--- src/rtl/probe_pkg.sv ---
// probe_pkg
//   Shared definitions for the probe block:
//     probe_state_e   - state encoding of the probe sequencer
//     *_DEF constants - default values for the probe_modport parameters
package probe_pkg;

    typedef enum logic [2:0] {
        ST_IDLE = 3'd0,
        ST_WAIT = 3'd1,
        ST_RUN  = 3'd2,
        ST_DONE = 3'd3,
        ST_HALT = 3'd4
    } probe_state_e;

    localparam int unsigned FETCH_DELAY_DEF = 4;
    localparam int unsigned DBG_HOLD_DEF    = 8;
    localparam int unsigned TIMEOUT_DEF     = 1000;

endpackage : probe_pkg

--- src/rtl/probe_pulse_stretch.sv ---
// probe_pulse_stretch
//   Re-triggerable pulse stretcher. A trigger pulse makes active_o go high on
//   the next cycle for exactly HOLD cycles; a trigger while active reloads the
//   hold count. kill_i clears the stretcher immediately and wins over trig_i.
//   Ports:
//     clk       in   rising-edge clock
//     rst_ni    in   asynchronous active-low reset
//     trig_i    in   single-cycle trigger
//     kill_i    in   abort any hold in progress
//     active_o  out  stretched pulse
module probe_pulse_stretch #(
    parameter int unsigned HOLD = 8
) (
    input  logic clk,
    input  logic rst_ni,
    input  logic trig_i,
    input  logic kill_i,
    output logic active_o
);

    logic [7:0] hold_cnt_q;
    logic [7:0] hold_cnt_d;

    always_comb begin
        hold_cnt_d = hold_cnt_q;
        if (kill_i) begin
            hold_cnt_d = 8'd0;
        end else if (trig_i) begin
            hold_cnt_d = 8'(HOLD);
        end else if (hold_cnt_q != 8'd0) begin
            hold_cnt_d = hold_cnt_q - 8'd1;
        end
    end

    always_ff @(posedge clk or negedge rst_ni) begin
        if (!rst_ni) begin
            hold_cnt_q <= 8'd0;
        end else begin
            hold_cnt_q <= hold_cnt_d;
        end
    end

    // Loaded with HOLD, so nonzero for exactly HOLD cycles.
    assign active_o = (hold_cnt_q != 8'd0);

endmodule : probe_pulse_stretch

--- src/rtl/probe_modport.sv ---
// probe_modport
//   Test-harness probe around a core: sequences fetch enable after reset,
//   detects end of test (ecall) or fatal alert, stretches debug requests,
//   keeps sticky alert flags and a saturating ecall counter.
//   Optional watchdog enabled by macro PROBE_TIMEOUT_EN: counts cycles in RUN
//   and forces HALT with a sticky timeout flag after TIMEOUT cycles.
//   Ports:
//     clk           in   rising-edge clock
//     rst_ni        in   asynchronous active-low reset
//     ecall         in   core ecall level, counted on its rising edge
//     core_sleep    in   core sleep indication (does not gate completion)
//     alert_minor   in   minor alert, sets minor_seen
//     alert_major   in   fatal alert, sets major_seen and halts
//     debug_cmd     in   single-cycle debug request pulse
//     clr           in   clears sticky flags and the counter
//     fetch_enable  out  high only in RUN
//     debug_req     out  stretched debug request, masked in HALT
//     minor_seen    out  sticky minor alert flag
//     major_seen    out  sticky major alert flag
//     ecall_count   out  saturating ecall edge count
//     test_done     out  high in DONE
//     timeout       out  watchdog expired (0 without PROBE_TIMEOUT_EN)
//     state_dbg     out  current sequencer state, for observation
module probe_modport
    import probe_pkg::*;
#(
    parameter int unsigned FETCH_DELAY = FETCH_DELAY_DEF,
    parameter int unsigned DBG_HOLD    = DBG_HOLD_DEF,
    parameter int unsigned CNT_W       = 8,
    parameter int unsigned TIMEOUT     = TIMEOUT_DEF
) (
    input  logic             clk,
    input  logic             rst_ni,
    input  logic             ecall,
    input  logic             core_sleep,
    input  logic             alert_minor,
    input  logic             alert_major,
    input  logic             debug_cmd,
    input  logic             clr,
    output logic             fetch_enable,
    output logic             debug_req,
    output logic             minor_seen,
    output logic             major_seen,
    output logic [CNT_W-1:0] ecall_count,
    output logic             test_done,
    output logic             timeout,
    output probe_state_e     state_dbg
);

    localparam logic [7:0] WAIT_LAST = 8'(FETCH_DELAY - 1);

    probe_state_e     state_q, state_d;
    logic [7:0]       wait_cnt_q, wait_cnt_d;
    logic             ecall_prev_q;
    logic             fetch_enable_q, fetch_enable_d;
    logic             minor_q, minor_d;
    logic             major_q, major_d;
    logic [CNT_W-1:0] count_q, count_d;
    logic             ecall_rise;
    logic             wd_fire;
    logic             stretch_active;

    // Completion does not depend on whether the core is asleep.
    logic unused_core_sleep;
    assign unused_core_sleep = core_sleep;

    assign ecall_rise = ecall & ~ecall_prev_q;

`ifdef PROBE_TIMEOUT_EN
    localparam int unsigned WD_W = (TIMEOUT > 1) ? $clog2(TIMEOUT) : 1;
    localparam logic [WD_W-1:0] WD_LAST = WD_W'(TIMEOUT - 1);

    logic [WD_W-1:0] wd_cnt_q, wd_cnt_d;
    logic            timeout_q, timeout_d;

    // wd_cnt_q holds the number of RUN cycles already completed.
    assign wd_fire = (state_q == ST_RUN) && (wd_cnt_q == WD_LAST);

    always_comb begin
        wd_cnt_d  = wd_cnt_q;
        timeout_d = timeout_q | wd_fire;
        if (state_q == ST_RUN && !wd_fire) begin
            wd_cnt_d = wd_cnt_q + WD_W'(1);
        end
    end

    always_ff @(posedge clk or negedge rst_ni) begin
        if (!rst_ni) begin
            wd_cnt_q  <= '0;
            timeout_q <= 1'b0;
        end else begin
            wd_cnt_q  <= wd_cnt_d;
            timeout_q <= timeout_d;
        end
    end

    assign timeout = timeout_q;
`else
    localparam int unsigned UNUSED_TIMEOUT = TIMEOUT;

    assign wd_fire = 1'b0;
    assign timeout = 1'b0;
`endif

    // Sequencer. HALT overrides every other transition, including a
    // completing ecall in the same cycle.
    always_comb begin
        state_d    = state_q;
        wait_cnt_d = wait_cnt_q;
        case (state_q)
            ST_IDLE: begin
                state_d    = ST_WAIT;
                wait_cnt_d = 8'd0;
            end
            ST_WAIT: begin
                if (wait_cnt_q == WAIT_LAST) begin
                    state_d = ST_RUN;
                end else begin
                    wait_cnt_d = wait_cnt_q + 8'd1;
                end
            end
            ST_RUN: begin
                if (ecall_rise) begin
                    state_d = ST_DONE;
                end
            end
            ST_DONE, ST_HALT: begin
                state_d = state_q;
            end
            default: begin
                state_d = ST_IDLE;
            end
        endcase
        if (alert_major || wd_fire) begin
            state_d = ST_HALT;
        end
    end

    // Registered from the next state so it lines up with state_q == RUN.
    assign fetch_enable_d = (state_d == ST_RUN);

    // Sticky flags and counter: a new event in the same cycle as clr wins.
    always_comb begin
        minor_d = alert_minor ? 1'b1 : (clr ? 1'b0 : minor_q);
        major_d = alert_major ? 1'b1 : (clr ? 1'b0 : major_q);
        count_d = count_q;
        if (ecall_rise) begin
            if (clr) begin
                count_d = CNT_W'(1);
            end else if (!(&count_q)) begin
                count_d = count_q + CNT_W'(1);
            end
        end else if (clr) begin
            count_d = '0;
        end
    end

    always_ff @(posedge clk or negedge rst_ni) begin
        if (!rst_ni) begin
            state_q        <= ST_IDLE;
            wait_cnt_q     <= 8'd0;
            ecall_prev_q   <= 1'b0;
            fetch_enable_q <= 1'b0;
            minor_q        <= 1'b0;
            major_q        <= 1'b0;
            count_q        <= '0;
        end else begin
            state_q        <= state_d;
            wait_cnt_q     <= wait_cnt_d;
            ecall_prev_q   <= ecall;
            fetch_enable_q <= fetch_enable_d;
            minor_q        <= minor_d;
            major_q        <= major_d;
            count_q        <= count_d;
        end
    end

    probe_pulse_stretch #(
        .HOLD(DBG_HOLD)
    ) u_dbg_stretch (
        .clk     (clk),
        .rst_ni  (rst_ni),
        .trig_i  (debug_cmd),
        .kill_i  (state_q == ST_HALT),
        .active_o(stretch_active)
    );

    assign debug_req    = stretch_active & (state_q != ST_HALT);
    assign fetch_enable = fetch_enable_q;
    assign minor_seen   = minor_q;
    assign major_seen   = major_q;
    assign ecall_count  = count_q;
    assign test_done    = (state_q == ST_DONE);
    assign state_dbg    = state_q;

endmodule : probe_modport

--- config.mk ---
export PLATFORM = sky130hd
export DESIGN_NAME = probe_modport
export DESIGN_NICKNAME = d
export VERILOG_FILES = /design/src/rtl/probe_pkg.sv /design/src/rtl/probe_pulse_stretch.sv /design/src/rtl/probe_modport.sv
export SDC_FILE = /design/constraint.sdc
export NUM_CORES = 1
export LEC_CHECK = 0
export CAP_MARGIN = 0
export CORE_MARGIN = 8
export CORE_UTILIZATION = 45
export DETAILED_ROUTE_END_ITERATION = 12
export MAX_ROUTING_LAYER = met4
export PLACE_DENSITY = 0.79
export SLEW_MARGIN = 10
export SYNTH_ARGS = -nofsm -noshare
export SYNTH_HDL_FRONTEND = slang
export SYNTH_SLANG_ARGS = --single-unit
--- constraint.sdc ---
create_clock -name clk -period 3.4 [get_ports clk]
set_clock_uncertainty 0.1 [all_clocks]
set_input_delay 1.02 -clock clk [delete_from_list [all_inputs] [get_ports clk]]
set_output_delay 1.02 -clock clk [all_outputs]
set_load 0.02 [all_outputs]
**Word-level counts from Yosys, hierarchy flattened**

Index checks and enable logic that the tools add are counted.
W data, S select, Z words.

- Flip-flop bits (word level): 31
- Latch bits: 0
- Memory bits (writable): 0
- ROM bits: 0
- Input port bits: 8
- Word-level logic and storage cells: 50
- Memories: 0

- Add/sub/neg operators: 3
- $mul: 0
- Div/mod/pow operators: 0
- Magnitude comparators: 0
- Equal/unequal tests: 9
- Shift-type cells: 0
- Multiplexer cells: 16
- Bitwise gates (word level): 3
- Reductions and logical operators: 11

Operators with widths:

| kind | number |
|---|---|
| $mux W8 | 8 |
| $add A8 B1 Y8 const B | 2 |
| $pmux W8 S2 | 1 |
| $pmux W3 S4 | 1 |
| $eq A3 B2 Y1 const B | 3 |
| $mux W3 | 3 |
| $eq A8 B2 Y1 const B | 1 |
| $reduce_and A8 Y1 | 1 |
| $reduce_bool A2 Y1 | 4 |
| $reduce_bool A8 Y1 | 1 |
| $sub A8 B1 Y8 const B | 1 |
| $ne A2 B2 Y1 const B | 2 |
| $reduce_and A2 Y1 | 2 |
| $eq A3 B1 Y1 const B | 1 |
| $eq A3 B3 Y1 const B | 1 |
| $logic_not A3 Y1 | 1 |
| $mux W1 | 3 |
| $ne A3 B3 Y1 const B | 1 |
| $reduce_bool A3 Y1 | 1 |
| $and A1 B1 Y1 | 2 |
| $reduce_or A2 Y1 | 1 |
| $not A1 Y1 | 1 |

**Depth between registers and ports, before layout**

Gate-level depths: netlist of run 1.

- Depth after elaboration: 6
- Gate-level depth with buffers: 5
- Gate-level depth less buffers: 5

**Hierarchy**

Synthesis of run 1 repeated with hierarchy kept, for this count alone.

- Cells, all modules: 174
- Area, all modules: 1,654.1 µm²

Modules (own cells, without submodules):

| module | times used | cells each | area each (µm²) | sequential area each (µm²) |
|---|---|---|---|---|
| probe_modport | 1 | 123 | 1,176.1 | 575.6 |
| probe_pulse_stretch | 1 | 51 | 478.0 | 200.2 |

**Least setup slack after synthesis of run 1**

Ideal clock, no wire load.

- Path kind: register to output
- Start point: register u_dbg_stretch.hold_cnt_q[0]
- End point: output port debug_req
- Arrival: 1,352 ps
- Data required time: 2,280 ps
- Setup slack: 928 ps
- Stages on the path, launching flop included: 5
- Cells stage by stage: dfrtp_1 > inv_1 > ha_1 > nor3b_1 > a21oi_1

- Longest elaborated chain between the ends: 2

RTL lines:

| item | line | source |
|---|---|---|
| start, declared | probe_pulse_stretch.sv:21 | `logic [7:0] hold_cnt_q;` |
| start signal, assigned | probe_pulse_stretch.sv:39 | `hold_cnt_q <= hold_cnt_d;` |
| $reduce_bool A8 Y1 | probe_pulse_stretch.sv:44 | `assign active_o = (hold_cnt_q != 8'd0);` |
| $and A1 B1 Y1 | probe_modport.sv:188 | `assign debug_req = stretch_active & (state_q != ST_HALT);` |
| end, declared | probe_modport.sv:41 | `output logic debug_req,` |

No other way between the ends.

**Worst setup path after layout of run 1**

- Start point: register state_q[0], in the netlist state_dbg[0]
- End point: output port debug_req

- Longest elaborated chain between the ends: 2

RTL lines:

| item | line | source |
|---|---|---|
| start, declared | probe_modport.sv:52 | `probe_state_e state_q, state_d;` |
| start signal, assigned | probe_modport.sv:168 | `state_q <= state_d;` |
| $ne A3 B3 Y1 | probe_modport.sv:188 |  |
| $and A1 B1 Y1 | probe_modport.sv:188 |  |

No other way between the ends.

==> flow_metrics.env, run 1 <==
export IMPL_path_max_fanout=15
export IMPL_swShare_pct=22.13
export IMPL_holdWs_ns=0.3791
export IMPL_async_reset_ff_share_pct=100.0
export IMPL_clockBufferDepth=2
export IMPL_start_kind="register"
export IMPL_first_global_vias=1364
export IMPL_worstSetupEndpointType="primary output"
export IMPL_final_antenna_net_count=0
export IMPL_syn_nets=186
export IMPL_synthXorXnorAreaFrac_pct=0
export IMPL_cts_root_buffer="clkbuf_8"
export IMPL_clk_latency_ns=0.28
export IMPL_final_common_cell="dfrtp_1"
export IMPL_powerDensity_nw_per_um2=348.1
export IMPL_ctsResizeCount=0
export IMPL_grt_pass1_wl_mm=6.168
export IMPL_first_pass_iters=4
export IMPL_clk_pin_slew_ns=0.06
export IMPL_drive_gt1_share_pct=9.548
export IMPL_cts_buffers=5
export IMPL_areaGrowthSynthToFinish_pct=21.36
export IMPL_vias=1431
export IMPL_synth_seq_cells=31
export IMPL_intPower_w=0.0005548
export IMPL_antenna_found_initial=0
export IMPL_fillers=335
export IMPL_cts_htree_levels=2
export IMPL_ys_warnings_count=0
export IMPL_syn_inst=174
export IMPL_start_util_pct=46.42
export IMPL_fin_crit_sh_pct=90.34
export IMPL_worstMarginPinSlew_ns=0.8673
export IMPL_p_seq_share_pct=53.7
export IMPL_dpl_worst_slack_ns=0.6572
export IMPL_synth_compound_area_share_pct=18.77
export IMPL_crit_required_ns=2.28
export IMPL_synth_simple_gate_area_share_pct=26.41
export IMPL_postCtsSetupRepairBufs=0
export IMPL_setup_viol=0
export IMPL_synth_mux_area_fraction_pct=2.522
export IMPL_fmax_ghz=0.3256
export IMPL_critPathMaxStageDelay_ns=0.56
export IMPL_multi_input_area_um2=858.3
export IMPL_final_setup_tns_ns=0
export IMPL_dpl_cell_count=240
export IMPL_synth_top_family_by_area="simple AND/OR/NAND/NOR gates"
export IMPL_wl_mm=3.641
export IMPL_port_buffers=22
export IMPL_critPathKind="register to primary output"
export IMPL_cts_sinks=31
export IMPL_max_cap_violations=0
export IMPL_cp_buffers_inverters=1
export IMPL_fp_dieArea_um2=5963
export IMPL_r2r_slack_ns=1.41
export IMPL_io_pins=25
export IMPL_p_switching_w=0.0001577
export IMPL_setup_slack_ns=0.3284
export IMPL_die_x_um=77.22
export IMPL_grt_overflow_total=0
export IMPL_diodes=0
export IMPL_comb_power_share_pct=6.5
export IMPL_yosys_area_share_adder_pct=2.967
export IMPL_dpl_hpwl_mm=2.584
export IMPL_synth_distinct_cells=48
export IMPL_power_share_clock_pct=39.8
export IMPL_final_cell_area_um2=2047
export IMPL_cts_tree="yes"
export IMPL_r2r_start="wait_cnt_q[3]$_DFFE_PN0P_"
export IMPL_wl_per_cell_um=14.74
export IMPL_cp_top_family="buffers and inverters"
export IMPL_critPathArrivalTime_ns=1.95
export IMPL_rows=22
export IMPL_most_common_layout_cells="dfrtp_1 (31), clkdlybuf4s50_1 (22), a21oi_1 (14), nand2_1 (14), nor3_1 (8)"
export IMPL_critical_path_slowest_cell="clkdlybuf4s50_1"
export IMPL_post_dp_cell_area_um2=1959
export IMPL_seq_area_um2=775.7
export IMPL_p_leak_nw=0.8270
export IMPL_hold_buffers=0
export IMPL_min_to="major_seen$_DFFE_PN0P_"
export IMPL_synthFlopType="dfrtp_1"
export IMPL_hp_start="major_seen$_DFFE_PN0P_"
export IMPL_grt_max_degree=32
export IMPL_ys_seq_area_share_pct=45.99
export IMPL_fin_cells=247
export IMPL_timing_rr_end="wait_cnt_q[2]$_DFFE_PN0P_"
export IMPL_syn_area_um2=1687
export IMPL_final_nets=211
export IMPL_syn_area_per_cell_um2=9.693
export IMPL_drc=0
export IMPL_viasPerCell=5.794
export IMPL_drtIter0Drc=89
export IMPL_hold_viol_final=0
export IMPL_ir_drop_uv=239.1
export IMPL_rsz0062_at_grt="false"
export IMPL_drv_slew=0
export IMPL_status="finished clean"
export IMPL_grt_usage_pct=12.73
export IMPL_min_period_ns=3.072
export IMPL_globalplace_congestion=0.7601
export IMPL_hold_class="register to register"
export IMPL_timing_slew_headroom_pct=41.65
export IMPL_core_area_um2=3633
export IMPL_hold_depth=1
export IMPL_crit_path_cell_trace="nor3b_1 > a21oi_1 > clkdlybuf4s50_1"
export IMPL_reg2reg_depth=3
export IMPL_synth_edf_count=0
export IMPL_die_h_um=77.22
==> area by class of cell <==
class / instances / area share, %
multi-input cells: 130 / 41.93
flip-flops and latches: 31 / 37.90
clock buffers: 6 / 4.034
well taps: 48 / 2.934
clock inverters: 1 / 0.2445
repair buffers: 25 / 11.86
inverters: 6 / 1.100
==> power groups by stage <==
stage | combinational, W | sequential, W | clock [W]
floorplan | 0.0000147 | 0.000393 | 0
global route | 0.0000516 | 0.000383 | 0.000307
global placement | 0.0000471 | 0.000389 | 0
finish | 0.0000466 | 0.000382 | 0.000284
CTS | 0.0000477 | 0.000382 | 0.000292
detailed placement | 0.0000473 | 0.000389 | 0
==> layer usage <==
layer | track usage, % | part of all wire (%) | wire [um]
met1 | 15.01 | 49 | 1766
met3 | 3.030 | 4.1 | 150
met4 | 6.226 | 1.8 | 65
met5 | - | 0 | 0
met2 | 19.88 | 46 | 1659
==> Yosys cell counts, types with 3 or more instances <==
cell | instances | area share, %
o31ai_1 | 3 | 1.3
or4_1 | 4 | 1.8
nand4_1 | 3 | 1.1
dfrtp_1 | 31 | 46
nand3_1 | 4 | 1.2
a211oi_1 | 3 | 1.3
or2_2 | 4 | 1.5
a31oi_1 | 3 | 1.1
or3_1 | 3 | 1.1
nand2_1 | 14 | 3.1
nor4_1 | 4 | 1.5
nor2b_1 | 3 | 1.1
a21oi_1 | 14 | 4.2
nor2_1 | 5 | 1.1
inv_1 | 6 | 1.3
ha_1 | 4 | 3.0
nor3_1 | 8 | 2.4
nor3b_1 | 4 | 1.8
nand2b_1 | 6 | 2.2
o21ai_0 | 6 | 1.8
clkbuf_1 | 6 | 1.3
==> stage by stage <==
step / power, W / util, %
floorplan: 0.0004077 / -
global placement: 0.0004357 / 53.93
detailed placement: 0.0004363 / 53.93
CTS: 0.0007217 / 56.34
global route: 0.0007422 / 56.34
finish: 0.0007125 / 56.34
==> how the worst max path moves through the flow <==
stage / from / to / slack [ns] / depth (start not counted)
global route: state_dbg[0]$_DFF_PN0_ / debug_req / 0.14 / 3
floorplan: u_dbg_stretch.hold_cnt_q[0]$_DFFE_PN0P_ / debug_req / 0.93 / 4
finish: state_dbg[0]$_DFF_PN0_ / debug_req / 0.33 / 3
global placement: state_dbg[0]$_DFF_PN0_ / debug_req / 0.67 / 3
detailed placement: state_dbg[0]$_DFF_PN0_ / debug_req / 0.66 / 3
CTS: state_dbg[0]$_DFF_PN0_ / debug_req / 0.33 / 3
==> kinds of logic after synthesis <==
group | after synthesis
other cells | 1
mux | 4
fa+ha+maj | 4
flops | 31
simple gates | 75
compound gates | 46
buf+inv | 13
==> worst register-to-register path: cells and delay by family (launching register included) <==
kind	cells	cell delay, ns
AND/OR/NAND/NOR	1	0.78
flip-flops	1	0.43
AO/OA/AOI/OAI	2	0.57
==> state kept, by name (all words and copies together) (netlist names) <==
name / flops
u_dbg_stretch.hold_cnt_q: 8
fetch_enable: 1
wait_cnt_q: 8
minor_seen: 1
state_dbg: 3
ecall_count: 8
ecall_prev_q: 1
major_seen: 1
(Power assumes the default switching activity.)
==> run 2, diff against run 1 <==
--- a/config.mk
+++ b/config.mk
@@ -5,10 +5,11 @@
 export SDC_FILE = /design/constraint.sdc
 export NUM_CORES = 1
 export LEC_CHECK = 0
-export CAP_MARGIN = 0
+export CAP_MARGIN = 20
 export CORE_MARGIN = 8
 export CORE_UTILIZATION = 45
 export DETAILED_ROUTE_END_ITERATION = 12
+export HOLD_SLACK_MARGIN = 0.06
 export MAX_ROUTING_LAYER = met4
 export PLACE_DENSITY = 0.79
 export SLEW_MARGIN = 10
==> results of run 2 <==
Final layout, timing and power as in run 1 (identical DEF).
